$ cat src/rtl/eth_mdio_master.sv
// Clause-22 MDIO master: serialises one read/write frame on MDC/MDIO, returns read data and a no-PHY flag.
// Latency: accept at cycle A gives rsp_valid at A + 1 + (PREAMBLE_LEN+32)*2*CLK_DIV.
// Backpressure: cmd_ready is low for the whole frame; cmd_valid while busy is ignored and must be held.
module eth_mdio_master #(
  parameter int CLK_DIV      = 10,
  parameter int PREAMBLE_LEN = 32
) (
  input  logic        msoc_clk,
  input  logic        rst_int,
  input  logic        cmd_valid,
  output logic        cmd_ready,
  input  logic        cmd_write,
  input  logic [4:0]  cmd_phy_addr,
  input  logic [4:0]  cmd_reg_addr,
  input  logic [15:0] cmd_wdata,
  output logic        rsp_valid,
  output logic [15:0] rsp_rdata,
  output logic        rsp_err,
  output logic        busy,
  output logic        phy_mdc,
  output logic        phy_mdio_o,
  output logic        phy_mdio_oe,
  input  logic        phy_mdio_i
);

  localparam int N      = PREAMBLE_LEN + 32;
  // Index of the first turnaround bit (after ST, OP, PHYAD, REGAD).
  localparam int TA_BIT = PREAMBLE_LEN + 14;
  localparam logic [7:0] DIV_LAST = 8'(CLK_DIV - 1);
  localparam logic [5:0] BIT_LAST = 6'(N - 1);

  typedef enum logic {IDLE, SHIFT} state_t;

  state_t      state;
  logic [7:0]  div;
  logic [5:0]  bit_cnt;
  logic        high_half;
  logic [31:0] frame;
  logic        is_write;
  logic [15:0] rd_sh;
  logic        err_sh;
  logic [1:0]  mdio_sync;
  logic        mdio_s;
  logic [15:0] rd_next;
  logic [1:0]  cmd_first;
  logic [1:0]  next_drv;

  // Post-preamble 32-bit frame; read frames carry zeros in TA/DATA since those bits are not driven.
  function automatic logic [31:0] make_frame(input logic wr, input logic [4:0] pa,
                                             input logic [4:0] ra, input logic [15:0] wd);
    return {2'b01, (wr ? 2'b01 : 2'b10), pa, ra, (wr ? 2'b10 : 2'b00), (wr ? wd : 16'h0000)};
  endfunction

  // {oe, o} for bit idx of the full frame including preamble.
  function automatic logic [1:0] drive_bit(input logic [31:0] w, input logic wr, input int idx);
    int k;
    logic [4:0] pos;
    k = idx - PREAMBLE_LEN;
    if (k < 0) return 2'b11;
    if (!wr && k >= 14) return 2'b00;
    pos = 5'(31 - k);
    return {1'b1, w[pos]};
  endfunction

  assign mdio_s  = mdio_sync[1];
  assign rd_next = {rd_sh[14:0], mdio_s};
  assign busy    = !cmd_ready;

  // Drive values for bit 0 of a new command and for the bit that follows the current one.
  always_comb begin
    cmd_first = drive_bit(make_frame(cmd_write, cmd_phy_addr, cmd_reg_addr, cmd_wdata), cmd_write, 0);
    next_drv  = drive_bit(frame, is_write, int'(bit_cnt) + 1);
  end

  // Two-flop synchroniser on the shared MDIO input.
  always_ff @(posedge msoc_clk or posedge rst_int) begin
    if (rst_int) mdio_sync <= 2'b00;
    else         mdio_sync <= {mdio_sync[0], phy_mdio_i};
  end

  // Frame sequencer: MDC divider, bit counter, MDIO drive and read capture.
  always_ff @(posedge msoc_clk or posedge rst_int) begin
    if (rst_int) begin
      state       <= IDLE;
      cmd_ready   <= 1'b1;
      rsp_valid   <= 1'b0;
      rsp_rdata   <= 16'h0000;
      rsp_err     <= 1'b0;
      phy_mdc     <= 1'b0;
      phy_mdio_o  <= 1'b0;
      phy_mdio_oe <= 1'b0;
      div         <= 8'd0;
      bit_cnt     <= 6'd0;
      high_half   <= 1'b0;
      frame       <= 32'h0;
      is_write    <= 1'b0;
      rd_sh       <= 16'h0000;
      err_sh      <= 1'b0;
    end else begin
      rsp_valid <= 1'b0;
      case (state)
        IDLE: begin
          if (cmd_valid) begin
            frame                     <= make_frame(cmd_write, cmd_phy_addr, cmd_reg_addr, cmd_wdata);
            is_write                  <= cmd_write;
            state                     <= SHIFT;
            cmd_ready                 <= 1'b0;
            div                       <= 8'd0;
            bit_cnt                   <= 6'd0;
            high_half                 <= 1'b0;
            phy_mdc                   <= 1'b0;
            {phy_mdio_oe, phy_mdio_o} <= cmd_first;
            rsp_rdata                 <= 16'h0000;
            rsp_err                   <= 1'b0;
            rd_sh                     <= 16'h0000;
            err_sh                    <= 1'b0;
          end
        end
        SHIFT: begin
          if (div != DIV_LAST) begin
            div <= div + 8'd1;
          end else begin
            div <= 8'd0;
            if (!high_half) begin
              high_half <= 1'b1;
              phy_mdc   <= 1'b1;
            end else begin
              // Last cycle of the high half: sample the synchronised input.
              if (!is_write && int'(bit_cnt) == TA_BIT + 1) err_sh <= mdio_s;
              if (!is_write && int'(bit_cnt) >= TA_BIT + 2) rd_sh  <= rd_next;
              high_half <= 1'b0;
              phy_mdc   <= 1'b0;
              if (bit_cnt == BIT_LAST) begin
                state       <= IDLE;
                cmd_ready   <= 1'b1;
                rsp_valid   <= 1'b1;
                phy_mdio_o  <= 1'b0;
                phy_mdio_oe <= 1'b0;
                rsp_rdata   <= is_write ? 16'h0000 : rd_next;
                rsp_err     <= is_write ? 1'b0 : err_sh;
              end else begin
                bit_cnt                   <= bit_cnt + 6'd1;
                {phy_mdio_oe, phy_mdio_o} <= next_drv;
              end
            end
          end
        end
        default: state <= IDLE;
      endcase
    end
  end

endmodule

$ cat config.mk
export PLATFORM = sky130hd
export DESIGN_NAME = eth_mdio_master
export DESIGN_NICKNAME = d
export VERILOG_FILES = /design/src/rtl/eth_mdio_master.sv
export SDC_FILE = /design/constraint.sdc
export NUM_CORES = 1
export LEC_CHECK = 0
export CAP_MARGIN = 20
export CORE_ASPECT_RATIO = 1.4
export CORE_MARGIN = 2
export CORE_UTILIZATION = 45
export DETAILED_ROUTE_END_ITERATION = 12
export HOLD_SLACK_MARGIN = 0.05
export PLACE_DENSITY = 0.72
export SYNTH_ARGS = -nofsm -noshare
export SYNTH_HDL_FRONTEND = slang
export SYNTH_SLANG_ARGS = --single-unit
export TNS_END_PERCENT = 50
$ cat constraint.sdc
create_clock -name msoc_clk -period 4.8 [get_ports msoc_clk]
set_clock_uncertainty 0.2 [all_clocks]
set_input_delay 0.96 -clock msoc_clk [delete_from_list [all_inputs] [get_ports msoc_clk]]
set_output_delay 0.96 -clock msoc_clk [all_outputs]
set_load 0.02 [all_outputs]
==> qor.csv <==
stage,metric,value,unit
drt,drt via density,5.28,
power_and_ir_drop,maximum vdd drop,0.225,mV
cells_and_area,Inserted Diodes,0,
global_route,initial antenna violation count,0,
worst_setup_path,endpoint of the worst register-to-register path,phy_mdio_o,
clock_tree,Post-CTS Hold Buffers,0,
global_route,Total Routing Usage GR,17.5,%
drt,DR vias,2910,
cells_and_area,most frequent cells in the layout,"120 x nand2_1, 83 x dfrtp_1, 53 x clkdlybuf4s50_1, 44 x o21ai_0, 23 x nand3_1",
min_path,min-delay worst type,reg2reg,
worst_setup_path,Register-to-Register Path Depth,6,
clock_tree,clk_lat worst skew,0.34,ns
global_route,vias in the first global route,2769,
sta,relative slew slack,35.1,%
sta,slew of the pin with the lowest slew margin,0.972,ns
global_route,first-pass GRT wire length,12600,µm
floorplanning,core area,8510,µm²
worst_setup_path,Setup crit end kind,flop,
worst_setup_path,worst endpoint required time,4.81,ns
power_and_ir_drop,Reg power frac,43.9,%
floorplanning,Die ar.,9430,µm²
floorplanning,die span in x,82.6,µm
worst_setup_path,Setup Crit Path Kind,reg2reg,
power_and_ir_drop,Clock power frac,36.6,%
floorplanning,Initial Util,45.8,%
synthesis,sequential share of the synthesized area,54.0,%
clock_tree,CTS tree,done,
synthesis,Post-Syn Nets,432,
floorplanning,site row count,40,
worst_setup_path,startpoint types,flop,
synthesis,ys async rst share,100,%
synthesis,Mapped Area,3900,µm²
clock_tree,H-tree levels,3,
synthesis,post-synthesis register bit count,84,
clock_tree,number of gates resized after cts,0,
drt,final WL,7320,µm
sta,fin. max-slew vios,0,
synthesis,number of synthesized flops with an enable pin,0,
synthesis,YS warnings,0,
worst_setup_path,Worst EP arrival,2.72,ns
worst_setup_path,r2r setup slk,2.09,ns
min_path,WHS Endpoint,mdio_sync[1],
global_route,grt ovf,0,
power_and_ir_drop,Cell Pwr Density,418,nW/µm²
clock_tree,Root Buffer,clkbuf_16,
synthesis,"Primary FF master, synth",dfrtp_1,
drt,first drt pass iteration count,4,
synthesis,post-synthesis cell count,398,
sta,final hold viol count,0,
sta,setup TNS,0,ns
worst_setup_path,worst-path fanout max,14,
cells_and_area,area delta synth->final,22.7,%
power_and_ir_drop,P_sw,0.536,mW
power_and_ir_drop,Cell Int Power,1.46,mW
placement,detailed placement HPWL,5050,µm
power_and_ir_drop,Lkg Pwr,2.14,nW
sta,Max Fclk,0.369,GHz
drt,DR DRC count,0,
drt,DR iter-0 viols,158,
drt,Routed WL per cell,13.3,µm
cells_and_area,nets@finish,475,
cells_and_area,# fillers,765,
floorplanning,die height,114,µm
power_and_ir_drop,Gate power share,19.5,%
floorplanning,I/O Pins,54,
sta,fin crit share,56.5,%
placement,PortBufs,53,
placement,Routability Congestion,0.869,
job,Max-cap violations,0,
clock_tree,postcts setup bufs,0,
drt,ANT nets after route,0,
cells_and_area,layout cells sized above 1,9.87,%
clock_tree,CTS Buffer Depth,2,
clock_tree,CTS buffer count,9,
min_path,WHS Path Cells,0,
cells_and_area,"most common cell after layout, fill and taps aside",nand2_1,
clock_tree,Worst-path clk slew,0.06,ns
synthesis,"Avg Cell Area, Syn",9.79,µm²
power_and_ir_drop,switch share,26.8,%
run_status,status,"finished, final reports clean",
min_path,hold path start,mdio_sync[0],
sta,Fin Hold WS,0.171,ns
synthesis,Unique masters post-synth,45,
worst_setup_path,Reg2Reg Launch Point,bit_cnt[0],
sta,RSZ-0062 raised after global routing,no,
clock_tree,Num Clock Sinks,84,
sta,Final setup viols,0,
global_route,pin count of the biggest net entering global routing,52,
sta,fin crit period,2.71,ns
## worst max-delay path by stage
stage               start      endpoint
3_3_place_gp    cmd_valid  rsp_rdata[7]
4_1_cts        bit_cnt[0]    phy_mdio_o
6_report       bit_cnt[0]    phy_mdio_o
2_1_floorplan     rst_int    bit_cnt[0]
3_5_place_dp    cmd_valid  rsp_rdata[7]
5_1_grt             state      rd_sh[1]
## state kept, by name, summed over array words and instances (netlist names)
signal       flops
rd_sh           15
err_sh           1
phy_mdio_o       1
rsp_rdata       16
high_half        1
rsp_valid        1
frame           29
div              8
bit_cnt          6
mdio_sync        2
rsp_err          1
state            1
phy_mdio_oe      1
cmd_ready        1
## synthesized netlist by cell type, types with 4 or more instances
| cell | instances | area, µm² |
|---|---|---|
| dfrtp_1 | 83 | 2080 |
| a21oi_1 | 6 | 30.0 |
| nand2b_1 | 5 | 31.3 |
| mux2_2 | 12 | 135 |
| o22ai_1 | 5 | 31.3 |
| nor2_1 | 13 | 48.8 |
| mux4_2 | 4 | 90.1 |
| inv_1 | 9 | 33.8 |
| clkbuf_1 | 17 | 63.8 |
| o21ai_0 | 44 | 220 |
| mux2i_1 | 5 | 50.1 |
| nand3_1 | 23 | 115 |
| nand2_1 | 120 | 450 |
## critical path, stage by stage (launching register included)
cell     delay (ns)
dfrtp_1        0.72
ha_1           0.44
xnor2_4        0.21
mux4_1         0.33
mux4_2         0.49
nor3_2         0.12
nor4_1         0.08
## power groups by stage
| stage | Sequential, mW | Combinational (mW) | Clock [mW] |
|---|---|---|---|
| 2_1_floorplan | 0.854 | 0.340 | 0 |
| 3_3_place_gp | 0.887 | 0.386 | 0 |
| 3_5_place_dp | 0.890 | 0.395 | 0 |
| 5_1_grt | 0.893 | 0.443 | 0.777 |
| 6_report | 0.877 | 0.389 | 0.732 |
| 4_1_cts | 0.878 | 0.397 | 0.747 |
## metal layers
layer	track usage, %	vias to the layer above	routed length (µm)
li1	-	1439	-
met1	22.3	1387	3080
met2	27.9	67	3680
met3	3.86	17	344
met4	8.85	0	216
met5	0	-	0
## metrics by stage
stage | util, % | setup slack (ns) | total power, mW | cell area, µm² | cells
after global routing | 56.2 | 1.81 | 2.11 | 4780 | 551
after CTS | 56.2 | 2.05 | 2.02 | 4780 | 551
after floorplan | - | 1.48 | 1.19 | 3900 | 398
final | 56.2 | 2.09 | 2.00 | 4780 | 551
after detailed placement | 52.4 | 1.81 | 1.28 | 4460 | 535
after global placement | 52.4 | 1.84 | 1.27 | 4460 | 535
## layout make-up
cell class / count / area [µm²] / area share (%)
flip-flops and latches: 84 / 2100 / 44.0
multi-input cells: 282 / 1650 / 34.4
repair buffers: 55 / 546 / 11.4
clock buffers: 12 / 246 / 5.16
well taps: 105 / 131 / 2.75
clock inverters: 4 / 72.6 / 1.52
inverters: 9 / 35.0 / 0.733
## logic make-up after synthesis
family,Yosys count,share of synthesized area [%]
adder cells (fa/ha/maj),3,0.963
buffers and inverters,32,3.82
XOR/XNOR,5,1.61
flip-flops,84,54.0
AO/OA/AOI/OAI,65,9.12
AND/OR/NAND/NOR,185,21.4
multiplexers,24,9.09
(Power assumes the default switching activity.)
